[src/rtl/mainbus_pkg.sv]
// mainbus_pkg: shared widths, types and word constants for the main transfer bus
package mainbus_pkg;
  localparam int BYTE_W = 8;
  typedef logic [BYTE_W-1:0]   byte_t;
  typedef logic [2*BYTE_W-1:0] word_t;
  localparam word_t WORD_ZERO = 16'h0000;
  localparam word_t WORD_ONES = 16'hFFFF;
endpackage

[src/rtl/r16b_up_dn_ld_gpr8_lane.sv]
// gpr8_lane: byte-wide register lane with sync active-low clear and load enable
module gpr8_lane
  import mainbus_pkg::*;
#(
  parameter int W = BYTE_W
) (
  input  logic         clk,
  input  logic         clear_n,
  input  logic         load_en,
  input  logic [W-1:0] d,
  output logic [W-1:0] q
);
  logic [W-1:0] q_q;
  // clear wins; otherwise capture the parent-computed next value when enabled
  always_ff @(posedge clk) begin
    if (!clear_n) q_q <= '0;
    else if (load_en) q_q <= d;
  end
  assign q = q_q;
endmodule

[src/rtl/r16b_up_dn_ld.sv]
// r16b_up_dn_ld: loadable up/down word register built from two byte lanes; R16B_UP_DN_LD_ZERO_FLAG_EN adds a registered zero output
module r16b_up_dn_ld
  import mainbus_pkg::*;
#(
  parameter int WIDTH = 16
) (
  input  logic             clk,
  input  logic             clear_n,
  input  logic             reg_load,
  input  logic             inc,
  input  logic             dec,
  input  logic [WIDTH-1:0] XferBusIn,
`ifdef R16B_UP_DN_LD_ZERO_FLAG_EN
  output logic             zero,
`endif
  output logic [WIDTH-1:0] RegOut
);
  localparam int H = WIDTH / 2;
  localparam logic [H-1:0] ONE = 1;
  logic load, up, dn, en, cy, bw, hi_en;
  logic [H-1:0] lo_q, hi_q, lo_d, hi_d;
  assign load  = ~reg_load;
  assign up    = inc & ~dec;
  assign dn    = dec & ~inc;
  assign en    = load | up | dn;
  assign hi_en = load | cy | bw;
  // next value per lane: load beats count; low lane carry/borrow steps the high lane
  always_comb begin
    cy   = up & (&lo_q);
    bw   = dn & ~(|lo_q);
    lo_d = load ? XferBusIn[H-1:0] : up ? lo_q + ONE : lo_q - ONE;
    hi_d = load ? XferBusIn[WIDTH-1:H] : cy ? hi_q + ONE : bw ? hi_q - ONE : hi_q;
  end
  gpr8_lane #(.W(H)) u_lo (
    .clk(clk), .clear_n(clear_n), .load_en(en), .d(lo_d), .q(lo_q)
  );
  gpr8_lane #(.W(H)) u_hi (
    .clk(clk), .clear_n(clear_n), .load_en(hi_en), .d(hi_d), .q(hi_q)
  );
  assign RegOut = {hi_q, lo_q};
`ifdef R16B_UP_DN_LD_ZERO_FLAG_EN
  logic zero_q;
  // flag tracks the post-edge value so it never lags RegOut
  always_ff @(posedge clk) begin
    if (!clear_n) zero_q <= 1'b1;
    else if (en) zero_q <= ({hi_d, lo_d} == '0);
  end
  assign zero = zero_q;
`endif
endmodule

[config.mk]
export PLATFORM = sky130hd
export DESIGN_NAME = r16b_up_dn_ld
export DESIGN_NICKNAME = d
export VERILOG_FILES = /design/src/rtl/mainbus_pkg.sv /design/src/rtl/r16b_up_dn_ld_gpr8_lane.sv /design/src/rtl/r16b_up_dn_ld.sv
export SDC_FILE = /design/constraint.sdc
export NUM_CORES = 1
export LEC_CHECK = 0
export ABC_AREA = 1
export CORE_UTILIZATION = 23
export CTS_CLUSTER_SIZE = 24
export DETAILED_ROUTE_END_ITERATION = 12
export GPL_TIMING_DRIVEN = 0
export PLACE_DENSITY = 0.52
export RECOVER_POWER = 50
export SLEW_MARGIN = 20
export SYNTH_ARGS = -nofsm -noshare
export SYNTH_HDL_FRONTEND = slang
export SYNTH_SLANG_ARGS = --single-unit
[constraint.sdc]
create_clock -name clk -period 2.85 [get_ports clk]
set_clock_uncertainty 0.05 [all_clocks]
set_input_delay 0.57 -clock clk [delete_from_list [all_inputs] [get_ports clk]]
set_output_delay 0.57 -clock clk [all_outputs]
set_load 0.01 [all_outputs]
# After elaboration in Yosys (flattened, before gate mapping)
# Index checks and enable logic that the tools add are counted.
classes:
  addsub: 4
  n_eq_ne: 1
  n_mux: 5
  bitwise: 12
  reduce_logical: 3
ops:
  columns: ["cell", "count"]
  rows:
  - ["$mux 8", 5]
  - ["$add 8x1->8 const B", 2]
  - ["$sub 8x1->8 const B", 2]
  - ["$reduce_and 8->1", 1]
  - ["$reduce_or 8->1", 1]
  - ["$and 1x1->1", 4]
  - ["$not 1->1", 4]
  - ["$or 1x1->1", 4]
  - ["$ne 3x1->1 const B", 1]
  - ["$reduce_and 2->1", 1]
totals:
  regBits: 16
  input_bits: 21
  elab_cells: 27

# Depth between registers and ports, before layout
# Gate-level depths: netlist (run 1).
depth:
  depth_word: 6
  mapped_depth: 14
  depth_no_buf: 14

# Hierarchy
# Synthesis (run 1) repeated with hierarchy kept, for this count alone.
unflattened:
  hier_cells: 297
  hier_area_um2: 1766.7
modules_own_cells:
  columns: ["mod", "instances", "cells_per_inst", "area_each_um2", "seq_area_each_um2"]
  rows:
  - ["r16b_up_dn_ld", 1, 195, 1053.5, 0.0]
  - ["gpr8_lane", 2, 51, 356.6, 160.2]

# Worst setup path after synthesis (run 1)
# OpenSTA, ideal clock, no wires.
synth_path:
  path_type: "input -> register"
  startpoint: "input dec"
  endpoint: "register u_hi.q_q[6] (netlist: u_hi.q[6])"
  arrival_ps: 2093
  required_ps: 2730
  path_slack_ps: 637
  path_stages: 12
  path_buffers: 0
  cell_sequence: "inv_1 > nand2_4 > inv_1 > nand3_2 > ha_1 > a21oi_1 > or2_2 > nand3_1 > nand2_1 > nand3_1 > nand2_1 > a21oi_1"
synth_via:
  elab_chain_len: 6
  word_cells_on_any_way: 11
synth_rtl:
  columns: ["element", "line_no", "rtl"]
  rows:
  - ["start, declared", "r16b_up_dn_ld.sv:11", "input logic dec,"]
  - ["$not 1->1", "r16b_up_dn_ld.sv:23", "assign up = inc & ~dec;"]
  - ["$and 1x1->1", "r16b_up_dn_ld.sv:23", null]
  - ["$and 1x1->1", "r16b_up_dn_ld.sv:29", "cy = up & (&lo_q);"]
  - ["$or 1x1->1 (2 in series)", "r16b_up_dn_ld.sv:26", "assign hi_en = load | cy | bw;"]
  - ["$reduce_and 2->1 (no line)", null, null]
  - ["end signal, assigned", "r16b_up_dn_ld_gpr8_lane.sv:16", "if (!clear_n) q_q <= '0;"]
  - ["end signal, assigned", "r16b_up_dn_ld_gpr8_lane.sv:17", "else if (load_en) q_q <= d;"]
  - ["end, declared", "r16b_up_dn_ld_gpr8_lane.sv:13", "logic [W-1:0] q_q;"]
# Several ways; a longest one is shown, not always the timed one.
# A chain may end at the register's enable or synchronous reset.

# Worst setup path after layout (run 1)
layout_path:
  startpoint: "input inc"
  endpoint: "register u_hi.q_q[7] (netlist: u_hi.q[7])"
layout_via:
  elab_chain_len: 5
  word_cells_on_any_way: 11
layout_rtl:
  columns: ["element", "line_no", "rtl"]
  rows:
  - ["start, declared", "r16b_up_dn_ld.sv:10", "input logic inc,"]
  - ["$not 1->1 / $and 1x1->1 (equally long branches)", "r16b_up_dn_ld.sv:24, r16b_up_dn_ld.sv:23", null]
  - ["$and 1x1->1 (on tied branches)", "r16b_up_dn_ld.sv:24, r16b_up_dn_ld.sv:29", null]
  - ["$and 1x1->1 / $or 1x1->1 (equally long branches)", "r16b_up_dn_ld.sv:30, r16b_up_dn_ld.sv:26", null]
  - ["$ne 3x1->1 (no line) / $or 1x1->1 (equally long branches)", null, null]
  - ["$reduce_and 2->1 (no line)", null, null]
# Several ways; a longest one is shown, not always the timed one.

==> out/qor.yml, run 1 <==
run_status:
  status: "finished clean"
setup_path:
  crit_arrival_ns: 2.70
  path_class: "in -> reg"
  critical_path.startpoint: "inc"
  start_kind: "primary input"
  reg2reg_slack_ns: 0.60
  worst-path-max-fanout: 10
  worstPathRequired_ns: 2.99
  rr_startpoint: "u_lo.q[0]$_SDFFE_PN0P_"
  regToRegEndpoint: "u_hi.q[7]$_SDFFE_PN0P_"
  setup.worst_path.end_class: "flip-flop"
  crit_end: "u_hi.q[7]$_SDFFE_PN0P_"
  r2r_cells: 13
sta:
  relSlewSlack_pct: 68.6
  setup_slack_ns: 0.290
  setup_viol: 0
  finalCriticalPeriod_ns: 2.56
  slew_violations: 0
  rsz0062_at_grt: "no"
  tightest_slew_ns: 0.471
  clock.fmax_mhz: 391
  hold_violations: 0
  fin_crit_sh_pct: 89.8
die:
  io_pins: 37
  die_h_um: 81.4
  die_area_mm2: 0.00662
  die_x_um: 81.4
  num_rows: 28
  start_util_pct: 24.2
  core_area_mm2: 0.00599
power_and_ir_drop:
  p_leak_nw: 0.917
  power_density_mw_per_mm2: 422
  p_total_mw: 0.824
  peakVddDrop_mv: 0.155
placement:
  dp_hpwl_um: 2940
  place.gp.congestion: 0.793
  pre_cts_ws_ns: -0.0629
  port_buffers: 36
  dpl.cell_count: 335
drt:
  routed-via-count: 1524
  drc: 0
  vias_per_cell: 4.51
  wl_per_cell_um: 11.5
  ant_nets: 0
  finalWirelength_um: 3880
  dr.pass1.iters: 4
  drt_iter0_markers: 92
clock_network:
  tritoncts: "done"
  postCtsSetupBuffers: 0
  cts_resized: 0
  clkTransAtPathRegs_ns: 0.07
  numClockSinks: 16
  cts-root-to-sink-buffers: 2
  holdBufCountCts: 0
  htree_levels: 1
  clk_latency_ns: 0.26
  cts_root_buffer: "clkbuf_8"
  cts-buffers-inserted: 3
global_routing:
  grt_pass1_wl_um: 6400
  grt_overflow: 0
  grt_max_degree: 11
  antenna_found_initial: 0
  grt_pass1_vias: 1380
  grt_usage_pct: 12.6
cells_and_area:
  area_growth_pct: 34.8
  layout.nets: 301
  fin_cells: 338
  layout-drive-gt1-share_pct: 7.60
  diodes: 0
run:
  cap_violations: 0
min_path:
  hp-start: "u_hi.q[6]$_SDFFE_PN0P_"
  hold_class: "reg -> reg"
synthesis:
  synth_nets: 260
  synth.distinct_cells: 25
  syn-cell-area_mm2: 0.00145
  synth-seq-cells: 16
  syn-mean-instance-area_um2: 6.47
  ys_seq_area_share_pct: 22.1
  syn_inst: 224
  yosysWarningCount: 0
cell families after synthesis:
logic type	share of synthesized area, %
and+or+nand+nor	37.2
AOI/OAI and AO/OA	14.3
buffers and inverters	9.33
DFF	22.1
adders and majority gates	14.0
xor gates and xnor gates	3.02
worst max-delay path, stage by stage:
cell and delay, ns:
clkdlybuf4s50_1 0.52, nand2_4 0.13, inv_1 0.14, nand3_4 0.17, ha_1 0.39, a21oi_1 0.17
nand2_1 0.13, nand2_1 0.08, nand2_1 0.06, inv_1 0.06, nand2_1 0.05, nand3_1 0.07
nand2_1 0.05, a21oi_1 0.11
how the worst min path moves through the flow:
stage | to | cells after the start
floorplan | u_hi.q[3]$_SDFFE_PN0P_ | 2
global placement | u_hi.q[4]$_SDFFE_PN0P_ | 2
detailed placement | u_hi.q[4]$_SDFFE_PN0P_ | 2
CTS | u_hi.q[6]$_SDFFE_PN0P_ | 2
global route | u_hi.q[4]$_SDFFE_PN0P_ | 2
finish | u_hi.q[6]$_SDFFE_PN0P_ | 2
state kept, by name (all words and copies together) (netlist names):
signal  cells
u_hi.q      8
u_lo.q      8
cell type report:
type / instances / area (µm²)
fillers: 646 / 4040
multi-input cells: 179 / 1000
repair buffers: 36 / 360
flip-flops and latches: 16 / 320
well taps: 75 / 93.8
inverters: 24 / 90.1
plain buffers: 5 / 43.8
clock buffers: 3 / 41.3
cell usage after synthesis:
cell      count  share of area (%)
clkbuf_1      1               0.26
nand2_1      65                 17
buf_6         2                1.6
nand4_1       7                3.0
nand2_2       1               0.43
nor2_2        5                2.2
ha_1         13                 11
nand3_1      20                6.9
a21oi_1      18                6.2
buf_2         1               0.35
dfxtp_1      16                 22
nand2_4       1               0.78
inv_1        24                6.2
nor2_4        1               0.78
fa_1          2                2.8
o211a_1       1               0.69
o21ai_0      15                5.2
clkbuf_8      1               0.95
xor2_1        1               0.60
nor2_1       15                3.9
nand3_2       1               0.69
o21a_1        1               0.52
xnor2_1       4                2.4
a31oi_1       4                1.7
or2_2         4                1.7
power by group:
group	switching [mW]	internal (mW)
Sequential	0.0314	0.248
Combinational	0.190	0.174
Clock	0.0869	0.0940
Total	0.309	0.515
stage by stage:
step	util [%]	hold WS [ns]	instance area (µm²)	TNS, ns
2_1_floorplan	-	0.453	1450	0
3_3_place_gp	31.8	0.433	1900	-0.165
3_5_place_dp	31.8	0.436	1900	-0.182
4_1_cts	32.5	0.451	1940	0
5_1_grt	32.6	0.482	1950	0
6_report	32.6	0.445	1950	0
layer usage:
layer / vias up / part of all wire [%] / GRT usage [%]
met3: 5 / 6.2 / 2.47
met1: 659 / 53 / 18.3
met2: 42 / 40 / 18.6
met4: 0 / 0.85 / 3.39
li1: 818 / - / -
met5: - / 0 / 0
placed cells by master, fill, tap and decap left out:
cell and n:
nand2_1 65, nor2_4 1, dlygate4sd3_1 14, dfxtp_1 16, nor2_2 5, inv_1 24, o21a_1 1, clkbuf_8 4
nand2_4 1, clkdlybuf4s50_1 22, xor2_1 1, nor2_1 15, nand2_2 1, ha_2 1, xnor2_1 4, a31oi_1 4
o21ai_0 15, fa_1 2, a21oi_1 18, ha_1 12, clkbuf_1 2, o211a_1 1, nand4_1 7, buf_6 2
nand3_1 20, or2_2 4, nand3_4 1
(Power assumes the default switching activity.)
==> run 2, diff against run 1 <==
--- a/config.mk
+++ b/config.mk
@@ -6,11 +6,12 @@
 export NUM_CORES = 1
 export LEC_CHECK = 0
 export ABC_AREA = 1
-export CORE_UTILIZATION = 23
+export CORE_UTILIZATION = 47
+export CTS_BUF_LIST = sky130_fd_sc_hd__clkbuf_8
 export CTS_CLUSTER_SIZE = 24
 export DETAILED_ROUTE_END_ITERATION = 12
 export GPL_TIMING_DRIVEN = 0
-export PLACE_DENSITY = 0.52
+export PLACE_DENSITY = 0.85
 export RECOVER_POWER = 50
 export SLEW_MARGIN = 20
 export SYNTH_ARGS = -nofsm -noshare
==> run 2 against run 1 <==
Clock-buffer cell count increased by 1. Setup slack got worse by 0.091 ns. Global-route usage rose by 8.1 points. Combinational power decreased by 1%. Critical path depth stayed put. Die area decreased by 50%. Sequential cell count unchanged. The run now ends with design-rule violations left. Critical path type unchanged. Maximum frequency down 3.4%. Sequential share of layout area increased by 0.44 points.
==> out/qor.yml, run 2 (synthesis gave the netlist of run 1 again) <==
run_status:
  status: "finished with violations"
  violations: "design-rule violations"
min_path:
  hold_class: "reg -> reg"
clock_network:
  numClockSinks: 16  # unchanged
  clk_latency_ns: 0.25  # about the same
  cts_resized: 0  # unchanged
  htree_levels: 1  # unchanged
  holdBufCountCts: 0  # unchanged
  postCtsSetupBuffers: 0  # unchanged
  cts_root_buffer: "clkbuf_8"
  clkTransAtPathRegs_ns: 0.06  # about the same
  cts-buffers-inserted: 3  # unchanged
  cts-root-to-sink-buffers: 2  # unchanged
  tritoncts: "done"
setup_path:
  path_common_cell: "nand2_1"
  path_cells: "clkdlybuf4s50_1, nand2_4, inv_1, nand3_2, ha_1, a21oi_1, nand2_1, nand2_1, nand2_1, inv_1, nand2_1, nand3_1, nand2_1, a21oi_1"
  start_kind: "primary input"
  reg2reg_slack_ns: 0.54  # -0.06 ns
  slowest_delay_ns: 0.52  # about the same
  worstPathRequired_ns: 2.98  # about the same
  slowest_stage: "clkdlybuf4s50_1"
  worst-path-max-fanout: 10  # unchanged
  path_class: "in -> reg"
  setup.worst_path.end_class: "flip-flop"
  crit_buf_inv: 3  # unchanged
  crit_arrival_ns: 2.78  # +0.08 ns
  cp_top_family: "simple AND/OR/NAND/NOR gates"
drt:
  ant_nets: 0  # unchanged
  dr.pass1.iters: 8  # +4
  wl_per_cell_um: 11.1  # -3.8%
  drt_iter0_markers: 59  # -36%
  routed-via-count: 1520  # -0.26%
  finalWirelength_um: 3260  # -16%
  drc: 2  # +2
  vias_per_cell: 5.15  # +14%
sta:
  hold_violations: 0  # unchanged
  clock.fmax_mhz: 377  # -3.4%
  setup_tns_ns: 0  # unchanged
  rsz0062_at_grt: "no"
  finalCriticalPeriod_ns: 2.65  # +0.0905 ns
  fin_crit_sh_pct: 93.0  # +3.2 points
  tightest_slew_ns: 0.401  # -0.0705 ns
  setup_viol: 0  # unchanged
  slew_violations: 0  # unchanged
  setup_slack_ns: 0.200  # -0.0905 ns
  relSlewSlack_pct: 73.3  # +4.7 points
  hold-worst-slack_ns: 0.429  # -0.0156 ns
placement:
  pre_cts_ws_ns: -0.0468  # +0.0161 ns
  dp_hpwl_um: 2520  # -14%
  place.gp.congestion: 0.808  # +1.9%
  port_buffers: 36  # unchanged
cells_and_area:
  diodes: 0  # unchanged
  utilization_pct: 67.2  # +35 points
  mostFrequentLayoutCells: "nand2_1 (65), inv_1 (24), clkdlybuf4s50_1 (22), nand3_1 (20), a21oi_1 (18)"
  layout.nets: 301  # unchanged
  final_common_cell: "nand2_1"
  area_growth_pct: 31.3
  layout-drive-gt1-share_pct: 7.58  # -0.029 points
  n_fill_cell: 258  # -60%
global_routing:
  antenna_found_initial: 0  # unchanged
  grt_pass1_wl_um: 5370  # -16%
  grt_usage_pct: 20.7  # +8.1 points
  grt_overflow: 0  # unchanged
  grt_max_degree: 11  # unchanged
  grt_pass1_vias: 1266  # -8.3%
run:
  cap_violations: 0  # unchanged
die:
  start_util_pct: 51.2  # +27 points
  core_area_mm2: 0.00283  # -53%
  die_x_um: 57.5  # -29%
  num_rows: 19  # -32%
  die_area_mm2: 0.00331  # -50%
  die_h_um: 57.5  # -29%
  io_pins: 37  # unchanged
power_and_ir_drop:
  power_density_mw_per_mm2: 444  # +5.2%
  p_leak_nw: 0.925  # +0.89%
  peakVddDrop_mv: 0.374  # +140%
  p_total_mw: 0.844  # +2.5%
## run 2: metal layers
layer	vias to the layer above	routed length, µm	track usage, %
met1	653	1610	27.8
met3	2	186	5.44
met2	39	1450	33.6
met5	-	0	0
met4	0	10	3.83
li1	826	-	-
## run 2: worst register-to-register path, cell delays in order, from the launching register on
cell,delay (ns)
dfxtp_1,0.47
nand2_1,0.10
nor2_2,0.15
nand3_2,0.25
ha_1,0.44
a21oi_1,0.17
nand2_1,0.12
nand2_1,0.08
nand2_1,0.06
inv_1,0.06
nand2_1,0.05
nand3_1,0.07
nand2_1,0.06
a21oi_1,0.11
## run 2: path summary, 6_finish.rpt
path | start | to | cells after the start
setup / recovery | inc | u_hi.q[7]$_SDFFE_PN0P_ | 14
hold / removal | u_hi.q[4]$_SDFFE_PN0P_ | u_hi.q[4]$_SDFFE_PN0P_ | 2
setup reg to reg | u_lo.q[0]$_SDFFE_PN0P_ | u_hi.q[7]$_SDFFE_PN0P_ | 13
hold reg to reg | u_hi.q[4]$_SDFFE_PN0P_ | u_hi.q[4]$_SDFFE_PN0P_ | 2
## run 2: power by group
part | switching [mW] | internal [mW] | leakage [nW]
registers | 0.0304 | 0.248 | 0.133
logic | 0.187 | 0.173 | 0.764
clock network | 0.0829 | 0.123 | 0.0288
total | 0.300 | 0.544 | 0.925
## run 2: through the flow
| step | instances | area (µm²) |
|---|---|---|
| after global routing | 295 | 1900 |
| after detailed placement | 291 | 1850 |
| after floorplan | 224 | 1450 |
| final | 295 | 1900 |
| after CTS | 295 | 1900 |
| after global placement | 291 | 1850 |
## run 2: cell type report
cell class | instances | area [µm²] | area share, %
buffer | 5 | 43.8 | 2.30
timing repair buffer | 36 | 360 | 18.9
clock buffer | 4 | 55.1 | 2.89
multi-input combinational | 179 | 993 | 52.2
inverter | 24 | 90.1 | 4.74
tap | 31 | 38.8 | 2.04
sequential | 16 | 320 | 16.8
==> run 3, diff against run 2 <==
--- a/config.mk
+++ b/config.mk
@@ -13,6 +13,7 @@
 export GPL_TIMING_DRIVEN = 0
 export PLACE_DENSITY = 0.85
 export RECOVER_POWER = 50
+export SKIP_LAST_GASP = 1
 export SLEW_MARGIN = 20
 export SYNTH_ARGS = -nofsm -noshare
 export SYNTH_HDL_FRONTEND = slang
==> results of run 3 <==
The final DEF is identical to that of run 2; final timing and power are the same.
